<file path="src/rtl/pps_timebase.sv">
// Local second/fraction timebase disciplined to one of NCH external PPS inputs.
// Optional feature macro: PPS_HOLDOVER_EN (HOLDOVER state; without it a lost reference falls to FREE).
module pps_timebase #(
  parameter int NCH       = 2,
  parameter int CLK_HZ    = 125000000,
  parameter int TOL       = 16,
  parameter int PULSE_CYC = 12500000,
  parameter int LOCK_CNT  = 2,
  parameter int HOLD_MAX  = 4,
  localparam int CW = $clog2(CLK_HZ),
  localparam int SW = (NCH > 1) ? $clog2(NCH) : 1
) (
  input  logic            CLK,
  input  logic            RST_N,
  input  logic [NCH-1:0]  pps_in,
  input  logic [SW-1:0]   pps_sel,
  output logic            pps_out,
  output logic            pps_edge,
  output logic [CW-1:0]   frac,
  output logic [31:0]     sec,
  output logic [1:0]      state,
  output logic [2:0]      led
);

  localparam logic [1:0] ST_FREE = 2'd0;
  localparam logic [1:0] ST_ACQ  = 2'd1;
  localparam logic [1:0] ST_LOCK = 2'd2;
  localparam logic [1:0] ST_HOLD = 2'd3;

  localparam logic [CW-1:0] FRAC_MAX  = CW'(CLK_HZ - 1);
  localparam logic [CW-1:0] GOOD_HI   = CW'(CLK_HZ - TOL);
  localparam logic [CW-1:0] GOOD_LO   = CW'(TOL);
  localparam logic [CW-1:0] EVAL_AT   = CW'(TOL + 1);
  localparam logic [CW-1:0] PULSE_END = CW'(PULSE_CYC - 1);

  localparam int GW = $clog2(LOCK_CNT + 2);
  localparam logic [GW-1:0] LOCK_TGT = GW'(LOCK_CNT);

  logic [NCH-1:0] sync1_reg, sync2_reg, sync3_reg;
  logic           ext_edge_reg;
  logic [SW-1:0]  sel_reg, sel_eff;
  logic           seen_reg;
  logic [CW-1:0]  frac_reg;
  logic [31:0]    sec_reg;
  logic           pps_out_reg, pps_edge_reg;
  logic [1:0]     state_reg, state_next;
  logic [GW-1:0]  goodcnt_reg, goodcnt_next, goodcnt_inc;
  logic [2:0]     led_reg, led_next;
  logic           wrap, sel_change, good, eval, missed, align, boundary, edge_sel;

`ifdef PPS_HOLDOVER_EN
  localparam int HW = $clog2(HOLD_MAX + 2);
  localparam logic [HW-1:0] HOLD_TGT = HW'(HOLD_MAX);
  logic [HW-1:0]  holdcnt_reg, holdcnt_next, holdcnt_inc;
`endif

  // Out-of-range selects fall back to channel 0.
  assign sel_eff  = (int'(pps_sel) < NCH) ? pps_sel : '0;
  assign edge_sel = sync2_reg[sel_eff] & ~sync3_reg[sel_eff];

  always_ff @(posedge CLK or negedge RST_N) begin
    if (!RST_N) begin
      sync1_reg    <= '0;
      sync2_reg    <= '0;
      sync3_reg    <= '0;
      ext_edge_reg <= 1'b0;
      sel_reg      <= '0;
    end else begin
      sync1_reg    <= pps_in;
      sync2_reg    <= sync1_reg;
      sync3_reg    <= sync2_reg;
      ext_edge_reg <= edge_sel;
      sel_reg      <= pps_sel;
    end
  end

  assign wrap        = (frac_reg == FRAC_MAX);
  assign sel_change  = (pps_sel != sel_reg);
  assign good        = (frac_reg >= GOOD_HI) || (frac_reg <= GOOD_LO);
  assign eval        = (frac_reg == EVAL_AT);
  assign missed      = eval && !seen_reg && !ext_edge_reg;
  // Every accepted external edge re-phases the local second; a select change never does.
  assign align       = ext_edge_reg && !sel_change;
  assign boundary    = wrap || align;
  assign goodcnt_inc = goodcnt_reg + GW'(1);
`ifdef PPS_HOLDOVER_EN
  assign holdcnt_inc = holdcnt_reg + HW'(1);
`endif

  always_ff @(posedge CLK or negedge RST_N) begin
    if (!RST_N) begin
      frac_reg     <= '0;
      sec_reg      <= '0;
      pps_edge_reg <= 1'b0;
      pps_out_reg  <= 1'b0;
      seen_reg     <= 1'b0;
    end else begin
      frac_reg     <= boundary ? '0 : frac_reg + CW'(1);
      sec_reg      <= boundary ? sec_reg + 32'd1 : sec_reg;
      pps_edge_reg <= boundary;
      if (boundary)                    pps_out_reg <= 1'b1;
      else if (frac_reg == PULSE_END)  pps_out_reg <= 1'b0;
      // An edge landing on the evaluation cycle is carried to the next evaluation.
      if (ext_edge_reg)  seen_reg <= 1'b1;
      else if (eval)     seen_reg <= 1'b0;
    end
  end

  always_ff @(posedge CLK or negedge RST_N) begin
    if (!RST_N) begin
      state_reg   <= ST_FREE;
      goodcnt_reg <= '0;
`ifdef PPS_HOLDOVER_EN
      holdcnt_reg <= '0;
`endif
    end else begin
      state_reg   <= state_next;
      goodcnt_reg <= goodcnt_next;
`ifdef PPS_HOLDOVER_EN
      holdcnt_reg <= holdcnt_next;
`endif
    end
  end

  always_comb begin
    state_next   = state_reg;
    goodcnt_next = goodcnt_reg;
`ifdef PPS_HOLDOVER_EN
    holdcnt_next = holdcnt_reg;
`endif
    if (sel_change) begin
      state_next   = ST_FREE;
      goodcnt_next = '0;
`ifdef PPS_HOLDOVER_EN
      holdcnt_next = '0;
`endif
    end else begin
      case (state_reg)
        ST_FREE: begin
          if (ext_edge_reg) begin
            state_next   = ST_ACQ;
            goodcnt_next = '0;
          end
        end
        ST_ACQ: begin
          if (ext_edge_reg) begin
            if (good) begin
              goodcnt_next = goodcnt_inc;
              if (goodcnt_inc >= LOCK_TGT) state_next = ST_LOCK;
            end else begin
              goodcnt_next = '0;
            end
          end else if (missed) begin
            state_next   = ST_FREE;
            goodcnt_next = '0;
          end
        end
        ST_LOCK: begin
          if (ext_edge_reg) begin
            if (!good) begin
              state_next   = ST_ACQ;
              goodcnt_next = '0;
            end
          end else if (missed) begin
`ifdef PPS_HOLDOVER_EN
            state_next   = ST_HOLD;
            holdcnt_next = '0;
`else
            state_next   = ST_FREE;
`endif
          end
        end
        ST_HOLD: begin
`ifdef PPS_HOLDOVER_EN
          if (ext_edge_reg) begin
            if (good) begin
              state_next   = ST_LOCK;
            end else begin
              state_next   = ST_ACQ;
              goodcnt_next = '0;
            end
          end else if (boundary) begin
            holdcnt_next = holdcnt_inc;
            if (holdcnt_inc >= HOLD_TGT) state_next = ST_FREE;
          end
`else
          state_next = ST_FREE;
`endif
        end
      endcase
    end
  end

  always_comb begin
    led_next    = 3'b000;
    led_next[0] = pps_out_reg;
    led_next[1] = (state_reg == ST_LOCK);
`ifdef PPS_HOLDOVER_EN
    led_next[2] = (state_reg == ST_HOLD);
`endif
  end

  always_ff @(posedge CLK or negedge RST_N) begin
    if (!RST_N) led_reg <= 3'b000;
    else        led_reg <= led_next;
  end

  assign pps_out  = pps_out_reg;
  assign pps_edge = pps_edge_reg;
  assign frac     = frac_reg;
  assign sec      = sec_reg;
  assign state    = state_reg;
  assign led      = led_reg;

endmodule

</file>
<file path="config.mk">
export PLATFORM = sky130hd
export DESIGN_NAME = pps_timebase
export DESIGN_NICKNAME = d
export VERILOG_FILES = /design/src/rtl/pps_timebase.sv
export SDC_FILE = /design/constraint.sdc
export NUM_CORES = 1
export LEC_CHECK = 0
export ABC_AREA = 0
export BUFFER_PORTS_ARGS = -buffer_cell sky130_fd_sc_hd__buf_2
export CORE_MARGIN = 2
export CORE_UTILIZATION = 60
export DETAILED_ROUTE_END_ITERATION = 7
export MAX_ROUTING_LAYER = met4
export PLACE_DENSITY_LB_ADDON = 0.3
export SLEW_MARGIN = 20
export SYNTH_ARGS = -nofsm -noshare
export SYNTH_HDL_FRONTEND = slang
export SYNTH_SLANG_ARGS = --single-unit
</file>
<file path="constraint.sdc">
create_clock -name CLK -period 4.8 [get_ports CLK]
set_input_delay 0.96 -clock CLK [delete_from_list [all_inputs] [get_ports CLK]]
set_output_delay 0.96 -clock CLK [all_outputs]
set_load 0.005 [all_outputs]
</file>
# ---- Word-level counts from Yosys, hierarchy flattened
# Cells that the tools add are included.
dict set report op_classes {
  addsub 3
  n_reduce_logical 14
  eq_ne 14
  bitwise_logic 2
  n_mux 26
  magnitude_cmp 4
}
# cell count
set ops {}
lappend ops {{$add 32x1->32 const B} 1}
lappend ops {{$mux 2} 15}
lappend ops {{$add 27x1->27 const B} 1}
lappend ops {{$eq 27x24->1 const B} 1}
lappend ops {{$eq 27x27->1 const B} 1}
lappend ops {{$eq 27x5->1 const B} 1}
lappend ops {{$ge 27x27->1 const B} 1}
lappend ops {{$le 27x5->1 const B} 1}
lappend ops {{$mux 27} 1}
lappend ops {{$ne 4x4->1 const B} 4}
lappend ops {{$mux 1} 8}
lappend ops {{$pmux 2 s4} 1}
lappend ops {{$ne 3x3->1 const B} 2}
lappend ops {{$pmux 2 s3} 1}
lappend ops {{$reduce_and 5->1} 1}
lappend ops {{$eq 2x2->1 const B} 2}
lappend ops {{$reduce_and 4->1} 1}
lappend ops {{$reduce_bool 2->1} 2}
lappend ops {{$reduce_bool 4->1} 1}
lappend ops {{$logic_and 1x1->1} 3}
lappend ops {{$logic_not 1->1} 3}
lappend ops {{$ne 3x2->1 const B} 1}
lappend ops {{$add 2x1->2 const B} 1}
lappend ops {{$eq 2x1->1 const B} 1}
lappend ops {{other kinds (7)} 8}
dict set report totals {
  word_cells 76
  output_inout_bits 66
  input_bits 5
  regBits 76
}

# ---- Depth between registers and ports, before layout
dict set report logic_depth {
  ltp_word 7
  ltp_mapped 10
  ltp_nobuf 7
}

# ---- Worst setup path after synthesis
# Ideal clock, no wire load.
dict set report synth_path {
  path_kind {input-to-reg}
  startpoint {in pps_sel}
  endpoint {reg sec_reg[15] (netlist: sec[15])}
  setup_time_ns 0.079
  path_buffers 2
  path_slack_ns 2.418
  required_time_ns 4.721
  arrival_time_ns 2.303
  path_stages 7
  cell_sequence {xnor2_1 nand2_1 o41a_1 buf_6 buf_6 nor4_1 xor2_1}
}
dict set report synth_via {
  elab_chain_len 4
}
# item line_no
set synth_lines {}
lappend synth_lines {{start, declared} 16} ;# input logic [SW-1:0] pps_sel,
lappend synth_lines {{$ne 1x1->1} 78} ;# assign sel_change = (pps_sel != sel_reg);
lappend synth_lines {{$logic_not 1->1} 83} ;# assign align = ext_edge_reg && !sel_change;
lappend synth_lines {{$logic_and 1x1->1} 83}
lappend synth_lines {{$logic_or 1x1->1} 84} ;# assign boundary = wrap || align;
lappend synth_lines {{end signal, assigned} 99} ;# sec_reg <= boundary ? sec_reg + 32'd1 : sec_reg;
lappend synth_lines {{end, declared} 44} ;# logic [31:0] sec_reg;
# No other way between the ends.
# A chain may end at the register's enable or synchronous reset.

# ---- Final worst setup path
dict set report layout_path {
  startpoint {reg frac_reg[0] (netlist: frac[0])}
  endpoint {reg sec_reg[20] (netlist: sec[20])}
}
dict set report layout_via {
  elab_chain_len 2
}
# item line_no
set layout_lines {}
lappend layout_lines {{start, declared} 43} ;# logic [CW-1:0] frac_reg;
lappend layout_lines {{start signal, assigned} 98} ;# frac_reg <= boundary ? '0 : frac_reg + CW'(1);
lappend layout_lines {{$eq 27x27->1} 77} ;# assign wrap = (frac_reg == FRAC_MAX);
lappend layout_lines {{$logic_or 1x1->1} 84}
# No other way between the ends.

==> metrics.txt <==
Hold WS ~0.36 ns; Die Height about 84 µm; Antenna Cells 0; synth unique cells 47; hold_buf cts 0; TNS Setup 0 ns; worst slew pin tran between 0.9 and 1 ns; vias per inst around 6.0; Synth Register Bits 76; IO Count 71; GRT Util Overall 0.256; Int Power approximately 1.1 mW; Setup CP Type reg -> reg; clock network power share 0.367; fraction of layout cells with a size suffix above 1 0.213; Pre-antenna DRT Iters 4; initial antenna violation count 0; CTS tree built; CP endpoint kind register; final setup vio count 0; placer congestion estimate 0.827; postcts setup bufs 0; fin crit period 2.76 ns; Rows 29; Sw Ratio 0.303; Gate Count Post-Synth approximately 380; WL final 8180 µm; global-route wire length before repair 14,000 µm; CTS resizes 0; Max FO, Critical Path 30; Synth top area share 0.500; CP Data Arrival Time 3.01 ns; Avg Synthesized Cell Area around 10 µm²; Starting Density 0.609; H-tree depth 3; vias in the first global route roughly 2.9k; footprint of the multi-input gates 1760 µm²; cts bufs inserted 9; Yosys top cell by area dfrtp_1; Port Buffers 69; ys flop type dfrtp_1; synthesis-to-layout area growth 15.7%; WL/cell 15.8 µm; cell leakage power 1.93 nW; Post-Syn Area 3800 µm²; number of synthesized flops with an enable pin 0; Worst EP required slightly above 5 ns; outcome finished clean; Die ar. 6990 µm²; DP HPWL 5590 µm; Net Count, Synth 384; Post-synth ARST share 1.00; gr ovfl total 0; pre-CTS WS 1.81 ns; max_cap viols 0; Syn. warnings 0; 1st-iter DRT viols 184; max FFs per register 32; largest cells by area after synthesis dfrtp_1, xor2_1, xnor2_1, nand4_1, nand2_1; Worst-path clk slew 0.08 ns; Comb power frac 0.148; maximum clock frequency 0.362 GHz; fin. max-slew vios 0; # DRC 0; Layout fillers 453; largest net degree at the start of global routing 77; CTS root buffer clkbuf_8; PnR worst setup slack about 2.0 ns; Cell Pwr Density 372 nW/µm²; endpoints failing hold 0; Clock Latency Late Sink around 0.35 ns; CTS sink cnt 76; Chip Width roughly 84 µm; RSZ-0062 raised after global routing false; skew final 0.00627 ns; sequential share of power 0.485; Routed Antenna Nets 0; Hold Path Class reg -> reg; Storage cell area ~1900 µm²; Net Switching 0.495 mW; post-synthesis sequential area ratio 0.500; clk buf depth 2; final worst-path cycle share 0.576; Core Area 6240 µm²; Slew headroom 0.397; nets@finish 446; CP Launch Type register; placed insts 503; routed via count between 3k and 4k; Cell Count, Final, Fillers Out a little over 500; worst vdd ir 217 µV
-- per-layer routing --
layer	part of all wire	track usage
met5	0	-
met2	0.48	0.392
met1	0.45	0.339
met3	0.049	0.0396
met4	0.019	0.119
-- logic make-up (layout without fill, tap and decap cells) --
kind of cell               count (synthesis)  in the layout  share of synthesized area
xor gates and xnor gates                  54             54                      0.124
other                                      1              1                   0.000986
DFF                                       76             76                      0.500
and+or+nand+nor                          176            176                      0.259
adders and majority gates                  4              4                     0.0132
buffers and inverters                     29             96                     0.0372
AOI/OAI and AO/OA                         35             35                     0.0655
-- cells in the final DEF (no fill, tap or decap), drive strengths merged, types with 2 or more instances in the layout --
cell type and instances:
nor4bb 2, ha 4, a21oi 8, and3 7, nand4 22, nand3 21
nor4 16, nor2 30, clkbuf 9, bufinv 3, o31ai 4, clkinvlp 2
and2 3, o211ai 2, o32ai 3, nor4b 8, or4 4, and4 5
a21o 2, inv 10, dfrtp 76, o21ai 6, o41a 2, buf 71
nand4b 2, nor2b 2, nand2 31, xnor2 18, nor3 15, xor2 36
nand2b 2, or3 4
-- Yosys cell counts, types with 2 or more instances --
library cell,number
nor4bb_1,2
nor3_1,15
nor4_2,4
buf_6,3
nand2_1,31
xnor2_1,18
nor4_1,12
ha_1,4
xor2_1,36
nor2_1,30
or4_1,3
o41a_1,2
nor4b_1,8
buf_2,5
nand2b_1,2
and2_1,3
a21o_1,2
nor2b_1,2
nand4b_1,2
clkbuf_1,10
nand3_1,21
o21ai_0,6
nand4_1,22
dfrtp_1,76
o32ai_1,3
and4_1,5
and3_1,7
or3_1,4
inv_1,8
o211ai_1,2
o31ai_1,4
a21oi_1,8
-- layout make-up --
class / count / area share
sequential: 76 / 0.432
multi-input combinational: 270 / 0.400
timing repair buffer: 71 / 0.0825
clock buffer: 9 / 0.0281
clock inverter: 7 / 0.0279
tap: 77 / 0.0219
inverter: 9 / 0.00768
-- worst max-delay path, cell delays in order (launching register included) --
cell and delay [ns]:
dfrtp_1 0.48, ha_1 0.24, and3_1 0.32, nand3_1 0.18, o41a_1 0.45, buf_4 0.24, clkinv_1 0.13, buf_4 0.33
nand3_1 0.13, xnor2_1 0.14
-- per-stage QoR --
step	power [mW]	cell area (µm²)	utilization
2_1_floorplan	0.940	3800	-
3_3_place_gp	1.04	4150	0.666
3_5_place_dp	1.05	4150	0.666
4_1_cts	1.65	4400	0.705
5_1_grt	1.72	4400	0.705
6_report	1.64	4400	0.705
-- power groups by stage --
stage | sequential [mW] | combinational (mW) | clock, mW
2_1_floorplan | 0.759 | 0.181 | 0
3_3_place_gp | 0.799 | 0.236 | 0
3_5_place_dp | 0.804 | 0.244 | 0
4_1_cts | 0.792 | 0.245 | 0.609
5_1_grt | 0.806 | 0.275 | 0.635
6_report | 0.795 | 0.242 | 0.601
-- worst paths after layout --
kind / from / to / slack (ns) / cells past startpoint
worst min register to register: sync1_reg[0] / sync2_reg[0] / 0.36 / 0
worst max register to register: frac[0] / sec[20] / 2.04 / 9
worst min-delay path: sync1_reg[0] / sync2_reg[0] / 0.36 / 0
worst max-delay path: frac[0] / sec[20] / 2.04 / 9
min in group asynchronous: RST_N / led[1] / 0.74 / 1
max in group asynchronous: RST_N / frac[25] / 3.48 / 1
(Power assumes the default switching activity.)
